--- src/rtl/seq_div.sv ---
// Iterative signed divider: one quotient bit per clock (non-restoring on magnitudes),
// then a sign fix-up. Results truncate toward zero; the remainder follows the dividend's sign.
module seq_div #(
  parameter int unsigned WIDTH = 8
) (
  input  logic             clk,
  input  logic             rst,
  input  logic             start,
  input  logic [WIDTH-1:0] op_1,
  input  logic [WIDTH-1:0] op_2,
  output logic             busy,
  output logic             done,
  output logic [WIDTH-1:0] quotient,
  output logic [WIDTH-1:0] remainder,
  output logic             div_by_zero,
  output logic             ovf
);

  localparam int unsigned PW = WIDTH + 2;
  localparam int unsigned CW = $clog2(WIDTH + 1);

  typedef enum logic [1:0] {
    S_IDLE,
    S_CALC,
    S_FIX,
    S_DONE
  } state_t;

  state_t           state, state_nx;
  logic [CW-1:0]    cnt;
  logic [PW-1:0]    pr;
  logic [WIDTH-1:0] dq;
  logic [WIDTH:0]   dmag;
  logic [WIDTH-1:0] a_lat;
  logic             a_neg;
  logic             q_neg;
  logic             dz_pend;
  logic             ov_pend;
  logic [WIDTH-1:0] q_res;
  logic [WIDTH-1:0] r_res;

  logic             accept;
  logic [PW-1:0]    dmag_ext;
  logic [PW-1:0]    pr_sh;
  logic [PW-1:0]    pr_step;
  logic [WIDTH-1:0] rem_mag;
  logic [WIDTH-1:0] a_mag_in;
  logic [WIDTH-1:0] b_mag_in;

  // The done cycle still has busy=1 while the FSM is already in IDLE, so
  // acceptance must look at busy as well as the state.
  assign accept   = (state == S_IDLE) && start && !busy;
  assign dmag_ext = {1'b0, dmag};

  always_comb begin
    a_mag_in = op_1[WIDTH-1] ? -op_1 : op_1;
    b_mag_in = op_2[WIDTH-1] ? -op_2 : op_2;
    pr_sh    = {pr[PW-2:0], dq[WIDTH-1]};
    pr_step  = pr[PW-1] ? (pr_sh + dmag_ext) : (pr_sh - dmag_ext);
    rem_mag  = pr[PW-1] ? WIDTH'(pr + dmag_ext) : pr[WIDTH-1:0];
  end

  always_ff @(posedge clk or posedge rst) begin
    if (rst) state <= S_IDLE;
    else     state <= state_nx;
  end

  always_comb begin
    state_nx = state;
    case (state)
      S_IDLE: if (accept) state_nx = S_CALC;
      S_CALC: if (cnt == CW'(1)) state_nx = S_FIX;
      S_FIX:  state_nx = S_DONE;
      S_DONE: state_nx = S_IDLE;
      default: state_nx = S_IDLE;
    endcase
  end

  always_ff @(posedge clk or posedge rst) begin
    if (rst) begin
      cnt         <= '0;
      pr          <= '0;
      dq          <= '0;
      dmag        <= '0;
      a_lat       <= '0;
      a_neg       <= 1'b0;
      q_neg       <= 1'b0;
      dz_pend     <= 1'b0;
      ov_pend     <= 1'b0;
      q_res       <= '0;
      r_res       <= '0;
      busy        <= 1'b0;
      done        <= 1'b0;
      quotient    <= '0;
      remainder   <= '0;
      div_by_zero <= 1'b0;
      ovf         <= 1'b0;
    end else begin
      done <= 1'b0;
      if (done) busy <= 1'b0;
      case (state)
        S_IDLE: begin
          if (accept) begin
            a_lat       <= op_1;
            a_neg       <= op_1[WIDTH-1];
            q_neg       <= op_1[WIDTH-1] ^ op_2[WIDTH-1];
            dq          <= a_mag_in;
            dmag        <= {1'b0, b_mag_in};
            dz_pend     <= (op_2 == '0);
            ov_pend     <= (op_1 == {1'b1, {(WIDTH-1){1'b0}}}) && (op_2 == '1);
            pr          <= '0;
            cnt         <= CW'(WIDTH);
            busy        <= 1'b1;
            div_by_zero <= 1'b0;
            ovf         <= 1'b0;
          end
        end
        S_CALC: begin
          pr  <= pr_step;
          dq  <= {dq[WIDTH-2:0], ~pr_step[PW-1]};
          cnt <= cnt - CW'(1);
        end
        S_FIX: begin
          if (dz_pend) begin
            q_res <= '1;
            r_res <= a_lat;
          end else if (ov_pend) begin
            q_res <= {1'b1, {(WIDTH-1){1'b0}}};
            r_res <= '0;
          end else begin
            q_res <= q_neg ? -dq : dq;
            r_res <= a_neg ? -rem_mag : rem_mag;
          end
        end
        S_DONE: begin
          quotient    <= q_res;
          remainder   <= r_res;
          div_by_zero <= dz_pend;
          ovf         <= ov_pend;
          done        <= 1'b1;
        end
        default: ;
      endcase
    end
  end

endmodule
--- config.mk ---
export PLATFORM = sky130hd
export DESIGN_NAME = seq_div
export DESIGN_NICKNAME = d
export VERILOG_FILES = /design/src/rtl/seq_div.sv
export SDC_FILE = /design/constraint.sdc
export NUM_CORES = 1
export LEC_CHECK = 0
export ABC_AREA = 0
export BUFFER_PORTS_ARGS = -buffer_cell sky130_fd_sc_hd__buf_2
export CAP_MARGIN = 20
export CORE_MARGIN = 1
export CORE_UTILIZATION = 40
export CTS_CLUSTER_DIAMETER = 30
export DETAILED_ROUTE_END_ITERATION = 16
export HOLD_SLACK_MARGIN = 0.05
export PLACE_DENSITY = 0.65
export SLEW_MARGIN = 30
export SYNTH_ARGS = -nofsm -noshare
export SYNTH_HDL_FRONTEND = slang
export SYNTH_SLANG_ARGS = --single-unit
--- constraint.sdc ---
create_clock -name clk -period 5.43 [get_ports clk]
set_input_delay 1.086 -clock clk [delete_from_list [all_inputs] [get_ports clk]]
set_output_delay 1.086 -clock clk [all_outputs]
set_load 0.02 [all_outputs]
==> results of run 1 <==
[cells in the final DEF, fill, tap and decap left out, types with 2 or more instances in the layout]
master / instances
a22oi_1: 5
dfrtp_1: 79
a21o_1: 2
nor3_1: 6
inv_1: 25
nor2b_1: 8
o21ai_0: 53
ha_1: 29
a32o_1: 3
nand2_1: 80
mux2_2: 18
o31ai_1: 7
o41ai_1: 3
xnor2_1: 14
buf_4: 4
a21oi_1: 35
clkinvlp_4: 2
bufinv_16: 2
a211oi_2: 2
clkbuf_16: 9
xor2_1: 26
nand3_1: 4
fa_1: 2
a211oi_1: 2
a31oi_1: 2
buf_2: 38
or3_1: 5
inv_6: 2
o21a_1: 5
mux2i_1: 6
nor4_1: 4
nand4_1: 2
a22o_1: 2
nor2_1: 36
and3_1: 2
[through the flow]
| stage | worst slack [ns] | utilization [%] | instance area [um^2] | hold WS, ns | power (uW) |
|---|---|---|---|---|---|
| finish | 2.446 | 46.53 | 5313 | 0.4654 | 1292 |
| global route | 2.206 | 46.53 | 5313 | 0.4870 | 1327 |
| CTS | 2.475 | 46.53 | 5313 | 0.4667 | 1301 |
| detailed placement | 2.496 | 43.71 | 4991 | 0.4547 | 646.4 |
| global placement | 2.566 | 43.71 | 4991 | 0.4297 | 645.3 |
| floorplan | 2.321 | - | 4678 | 0.4456 | 627.2 |
[registers in the layout, indices dropped and copies added, names as in the netlist]
register     count
r_res            8
cnt              4
dz_pend          1
state            2
done             1
div_by_zero      1
remainder        8
busy             1
pr              10
quotient         8
a_lat            8
dq               8
ovf              1
ov_pend          1
dmag             8
q_res            8
q_neg            1
[cell families (layout without fill, tap and decap cells)]
kind of cell             count (synthesis)  in the layout
flip-flops                              79             79
buffers and inverters                   49             84
multiplexers                            25             25
XOR/XNOR                                41             41
AND/OR/NAND/NOR                        153            153
adder cells (fa/ha/maj)                 31             31
AO/OA/AOI/OAI                          131            131
[routing by layer]
| layer | routed length [um] | vias up |
|---|---|---|
| li1 | - | 1825 |
| met1 | 4950 | 1788 |
| met2 | 4730 | 85 |
| met3 | 567 | 10 |
| met4 | 144 | 0 |
| met5 | 0 | - |
[power by group]
part	switching [uW]	total, uW	internal [uW]
registers	0	589	589
clock network	252	658	406
logic	30.5	45.8	15.3
[worst reg2reg max path, delay by kind of cell (launching register included)]
family,cells,cell delay (ns)
AO/OA/AOI/OAI,6,1.11
multiplexers,1,0.43
XOR/XNOR,1,0.30
flip-flops,1,0.81
adder cells (fa/ha/maj),1,0.27
[worst max path at each step]
stage | start | end | slack [ns]
finish | pr[9]$_DFFE_PP0P_ | dq[0]$_DFFE_PP0P_ | 2.45
global route | pr[9]$_DFFE_PP0P_ | dq[0]$_DFFE_PP0P_ | 2.21
CTS | pr[9]$_DFFE_PP0P_ | dq[0]$_DFFE_PP0P_ | 2.47
detailed placement | pr[9]$_DFFE_PP0P_ | dq[0]$_DFFE_PP0P_ | 2.50
global placement | pr[9]$_DFFE_PP0P_ | dq[0]$_DFFE_PP0P_ | 2.57
floorplan | rst | a_lat[0]$_DFFE_PP0P_ | 2.32
[layout make-up]
type	instances	area share, %
multi-input combinational	381	47.36
sequential	79	37.21
clock buffer	10	4.310
timing repair buffer	42	4.145
tap	143	3.368
inverter	26	1.861
clock inverter	6	1.743
==> load_flow_metrics.sql, run 1 <==
INSERT INTO impl_metrics (metric_group, metric, value, unit) VALUES
('status', 'run_status', 'finished, final reports clean', ''),
('timing', 'final_period_minus_worst_setup_slack', '2.984', 'ns'),
('final_layout', 'syn_to_final_growth', '13.56', '%'),
('yosys', 'synth.ff_latch_count', '79', ''),
('clocking', 'cts-root-to-sink-buffers', '2', ''),
('placement', 'place_inst', '671', ''),
('detailed_routing', 'drc', '0', ''),
('power_and_ir_drop', 'power.density', '243.3', 'nW/um^2'),
('global_route', 'grt.met2_usage', '28.84', '%'),
('setup_path', 'cp_slowest_cell', 'dfrtp_1', ''),
('setup_path', 'critical_path.reg2reg.endpoint', 'dq[0]$_DFFE_PP0P_', ''),
('global_route', 'overflow', '0', ''),
('timing', 'final_tns_setup', '0', 'ns'),
('yosys', 'yosys.area_share.adder', '8.612', '%'),
('yosys', 'synth_largest_area_cell', 'dfrtp_1', ''),
('yosys', 'synth_largest_type_area_fraction', '42.26', '%'),
('yosys', 'ys_top_cells_by_area', 'dfrtp_1 (42%), ha_1 (7.8%), nand2_1 (6.4%)', ''),
('detailed_routing', 'routed-via-count', '3708', ''),
('hold_path', 'min_from', 'done$_DFF_PP0_', ''),
('yosys', 'synthesis.instances', '509', ''),
('yosys', 'multiplexer_fraction_of_the_synthesized_cell_area', '5.937', '%'),
('detailed_routing', 'router_iterations_before_antenna_repair', '4', ''),
('timing', 'finalMaxSlewViolations', '0', ''),
('placement', 'last_weighted_congestion_value_of_the_routability_driven_placer', '0.9220', ''),
('die', 'floorplan.die.width', '110.1', 'um'),
('placement', 'io_buffer_count', '38', ''),
('setup_path', 'critical_path_capture_point_type', 'flip-flop', ''),
('clocking', 'clock-sinks', '79', ''),
('yosys', 'library_cell_with_the_highest_instance_count_after_synthesis', 'nand2_1', ''),
('setup_path', 'path_max_fanout', '22', ''),
('setup_path', 'number_of_cell_instances_on_the_worst_register_to_register_path', '9', ''),
('clocking', 'post-cts-setup-buffer-count', '0', ''),
('power_and_ir_drop', 'vdd_drop_max', '0.0001995', 'V'),
('setup_path', 'reg2reg_setup_slack', '2.45', 'ns'),
('yosys', 'synth_top_cells_by_count', 'nand2_1 (80), dfrtp_1 (79), o21ai_0 (53)', ''),
('yosys', 'synth_sequential_area_ratio', '42.26', '%'),
('die', 'ioPinCount', '39', ''),
('global_route', 'grt_use_total', '18.24', '%'),
('global_route', 'grt_pass1_vias', '3480', ''),
('detailed_routing', 'drt-vias-per-instance', '5.397', ''),
('clocking', 'clock-root-buffer', 'clkbuf_16', ''),
('clocking', 'postCtsResizedCells', '0', ''),
('final_layout', 'antenna-diode-count', '0', ''),
('yosys', 'synth_simple_gate_area_share', '14.12', '%'),
('detailed_routing', 'final_antenna_net_count', '0', ''),
('yosys', 'synth_compound_gate_area_share', '17.14', '%'),
('timing', 'grt_setup_unrepaired', 'no', ''),
('final_layout', 'nNetsFinal', '589', ''),
('global_route', 'grt_busiest_layer', 'met2', ''),
('global_route', 'grt_start_max_net_pins', '42', ''),
('timing', 'timing_hold_violations_final', '0', ''),
('hold_path', 'whs_endpoint', 'busy$_DFF_PP0_', ''),
('timing', 'tightest_slew', '0.8773', 'ns'),
('yosys', 'synth-main-ff-cell', 'dfrtp_1', ''),
('yosys', 'synth_xor_xnor_area_share', '7.970', '%'),
('die', 'initial_utilization', '40.97', '%'),
('setup_path', 'cp_num_cells', '9', ''),
('yosys', 'async_flop_share', '100.0', '%'),
('power_and_ir_drop', 'static-leakage-power', '0.002621', 'uW'),
('clocking', 'clkSlewWorstSetupHoldPaths', '0.07', 'ns'),
('timing', 'fmaxAchievable', '335.1', 'MHz'),
('die', 'row_count', '39', ''),
('die', 'die-area', '12130', 'um^2'),
('yosys', 'synth.distinct_cells', '50', ''),
('detailed_routing', 'detailedRoute.firstIterationViolations', '165', ''),
('yosys', 'synth_nets', '559', ''),
('setup_path', 'critPathLaunchType', 'flip-flop', ''),
('detailed_routing', 'avgRoutedWirePerCell', '15.13', 'um'),
('die', 'core', '11420', 'um^2'),
('global_route', 'globalRouteMet1Util', '25.20', '%'),
('run', 'max-cap-violations', '0', '');
Power figures use the tool's default switching activity.
==> inputs of run 2 (changes only) <==
PLACE_DENSITY = 0.67   (was 0.65)
clock period = 2.6 ns   (was 5.43 ns; I/O delays follow)
==> load_flow_metrics.sql, run 2 (synthesis gave the netlist of run 1 again) <==
INSERT INTO impl_metrics (metric_group, metric, value, unit) VALUES
('final_layout', 'largest_register_ffs', '10', ''),
('clocking', 'clock-root-buffer', 'clkbuf_16', ''),
('setup_path', 'timing.critical_path.required', '2.87', 'ns'),
('die', 'row_count', '39', ''),
('power_and_ir_drop', 'static-leakage-power', '0.002770', 'uW'),
('final_layout', 'drive_gt1_share', '21.30', '%'),
('timing', 'final_period_minus_worst_setup_slack', '2.517', 'ns'),
('clocking', 'ctsHoldBuffers', '0', ''),
('clocking', 'cts-htree-levels', '3', ''),
('power_and_ir_drop', 'netSwitchingPower', '606.8', 'uW'),
('final_layout', 'syn_to_final_growth', '19.15', '%'),
('detailed_routing', 'routed-via-count', '3831', ''),
('detailed_routing', 'final_antenna_net_count', '0', ''),
('global_route', 'grt_use_total', '19.05', '%'),
('placement', 'place_inst', '693', ''),
('final_layout', 'mostFrequentLayoutCells', 'nand2_1 (80), dfrtp_1 (79), o21ai_0 (49)', ''),
('die', 'initial_utilization', '40.97', '%'),
('die', 'die-area', '12130', 'um^2'),
('detailed_routing', 'drt-vias-per-instance', '5.388', ''),
('timing', 'finalMaxSlewViolations', '0', ''),
('setup_path', 'timing.rr.start', 'dmag[0]$_DFFE_PP0P_', ''),
('timing', 'setup_viol', '0', ''),
('global_route', 'grt_pass1_wl', '17630', 'um'),
('detailed_routing', 'detail_route.wirelength', '10750', 'um'),
('power_and_ir_drop', 'power_report.internal_total', '2118', 'uW'),
('power_and_ir_drop', 'clock_power_share', '51.2', '%'),
('timing', 'min_period_over_period', '96.80', '%'),
('power_and_ir_drop', 'vdd_drop_max', '0.0003624', 'V'),
('clocking', 'cts-buffers-inserted', '9', ''),
('final_layout', 'largest-register', 'pr', ''),
('final_layout', 'antenna-diode-count', '0', ''),
('hold_path', 'holdCritPathClass', 'primary input to async pin', ''),
('detailed_routing', 'router_iterations_before_antenna_repair', '4', ''),
('setup_path', 'critPathLaunchType', 'flip-flop', ''),
('setup_path', 'worst_setup_path_startpoint', 'dmag[0]$_DFFE_PP0P_', ''),
('power_and_ir_drop', 'switching_share_of_power', '22.27', '%'),
('final_layout', 'final_common_cell', 'nand2_1', ''),
('clocking', 'clock_insertion_delay_worst_skew', '0.34', 'ns'),
('die', 'ioPinCount', '39', ''),
('power_and_ir_drop', 'pwr-share-seq', '45.1', '%'),
('placement', 'last_weighted_congestion_value_of_the_routability_driven_placer', '0.8942', ''),
('power_and_ir_drop', 'power.density', '488.8', 'nW/um^2'),
('timing', 'grt_setup_unrepaired', 'yes', ''),
('detailed_routing', 'detailedRoute.firstIterationViolations', '185', ''),
('global_route', 'grt_start_max_net_pins', '80', ''),
('power_and_ir_drop', 'p_comb_share', '3.7', '%'),
('global_route', 'overflow', '0', ''),
('timing', 'tightest_slew', '0.6255', 'ns'),
('placement', 'io_buffer_count', '38', ''),
('die', 'core', '11420', 'um^2'),
('run', 'max-cap-violations', '0', ''),
('final_layout', 'post-route-util', '48.82', '%'),
('clocking', 'cts_tree', 'built', ''),
('clocking', 'cts-root-to-sink-buffers', '2', ''),
('clocking', 'clock-sinks', '79', ''),
('die', 'dieHeight', '110.1', 'um'),
('die', 'floorplan.die.width', '110.1', 'um'),
('final_layout', 'nNetsFinal', '613', ''),
('timing', 'timing.max_slew.rel_slack', '58.30', '%'),
('timing', 'fin_skew', '0.009334', 'ns'),
('global_route', 'antenna_violations_before_repair', '0', ''),
('timing', 'fmaxAchievable', '397.3', 'MHz'),
('timing', 'final_tns_setup', '0', 'ns'),
('detailed_routing', 'drc', '0', ''),
('setup_path', 'timing_worst_setup_path_type', 'flip-flop to flip-flop', ''),
('final_layout', 'fin_cells', '711', ''),
('timing', 'timing_hold_violations_final', '0', ''),
('detailed_routing', 'avgRoutedWirePerCell', '15.13', 'um'),
('status', 'run_status', 'finished, final reports clean', ''),
('setup_path', 'worst-endpoint-arrival', '2.78', 'ns'),
('clocking', 'clkSlewWorstSetupHoldPaths', '0.06', 'ns'),
('timing', 'holdWs', '0.2478', 'ns'),
('setup_path', 'path_max_fanout', '3', ''),
('global_route', 'grt_pass1_vias', '3623', ''),
('setup_path', 'critical_path_capture_point_type', 'flip-flop', ''),
('placement', 'post-dp-hpwl', '8025', 'um');
-- run 2: changes by cell type in the layout (fill, tap and decap cells not counted), moves of 2 or more --
cell / before / now
a21oi_2: 0 / 3
o21ai_2: 0 / 3
a21oi_1: 35 / 32
nor2_2: 0 / 2
nor2_1: 36 / 34
o21ai_0: 53 / 49
buf_4: 4 / 27
clkinvlp_4: 2 / 0
-- run 2: power groups by stage --
stage | clock (uW) | combinational, uW | sequential [uW]
6_report | 1400 | 100 | 1230
2_1_floorplan | 0 | 57.7 | 1250
3_5_place_dp | 0 | 102 | 1250
3_3_place_gp | 0 | 99.4 | 1250
4_1_cts | 1420 | 103 | 1230
5_1_grt | 1470 | 115 | 1230
-- run 2: through the flow --
stage / instance area, um^2 / worst slack, ns / power, uW
after detailed placement: 5172 / -0.06670 / 1354
final: 5574 / 0.08307 / 2724
after global placement: 5172 / 0.02090 / 1351
after global routing: 5574 / -0.04697 / 2815
after floorplan: 4688 / 0.003229 / 1310
after CTS: 5508 / -0.0001239 / 2755
-- run 2: path summary, 6_finish.rpt --
| check | cells past startpoint | slack (ns) | to |
|---|---|---|---|
| hold reg to reg | 1 | 0.46 | busy$_DFF_PP0_ |
| min in group clk | 2 | 0.42 | dz_pend$_DFFE_PP0P_ |
| setup / recovery | 9 | 0.08 | r_res[7]$_DFFE_PP0P_ |
| setup reg to reg | 9 | 0.08 | r_res[7]$_DFFE_PP0P_ |
| max in group asynchronous | 3 | 2.01 | cnt[2]$_DFFE_PP0P_ |
| hold / removal | 3 | 0.25 | pr[4]$_DFFE_PP0P_ |
-- run 2: cell type report --
cell class / count / area, um^2
clock buffer: 9 / 225.2
timing repair buffer: 66 / 412.9
clock inverter: 7 / 102.6
fill: 1104 / 5844
tap: 143 / 178.9
multi-input combinational: 381 / 2579
sequential: 79 / 1977
inverter: 26 / 98.84
-- run 2: timing repair --
| action | CTS | global route |
|---|---|---|
| setup buffers | 0 | 2 |
| pin swaps | 1 | 9 |
| gates resized for setup | 3 | 14 |
| setup endpoints to repair | 2 | 4 |
-- run 2: per-layer routing --
| metal | part of all wire (%) | global-route usage, % | up-vias |
|---|---|---|---|
| met3 | 4.3 | 4.233 | 11 |
| met1 | 47 | 24.99 | 1869 |
| met4 | 1.0 | 5.263 | 0 |
| met2 | 48 | 31.61 | 84 |
| li1 | - | - | 1867 |
| met5 | 0 | 0 | - |
-- run 2: worst max-delay path: stages (launching register included) --
cell      delay [ns]
dfrtp_1         0.40
ha_2            0.20
fa_2            0.39
a211oi_4        0.29
nor2_1          0.09
xor2_1          0.16
o31a_1          0.29
o41ai_2         0.23
xnor3_1         0.26
o21ai_1         0.13
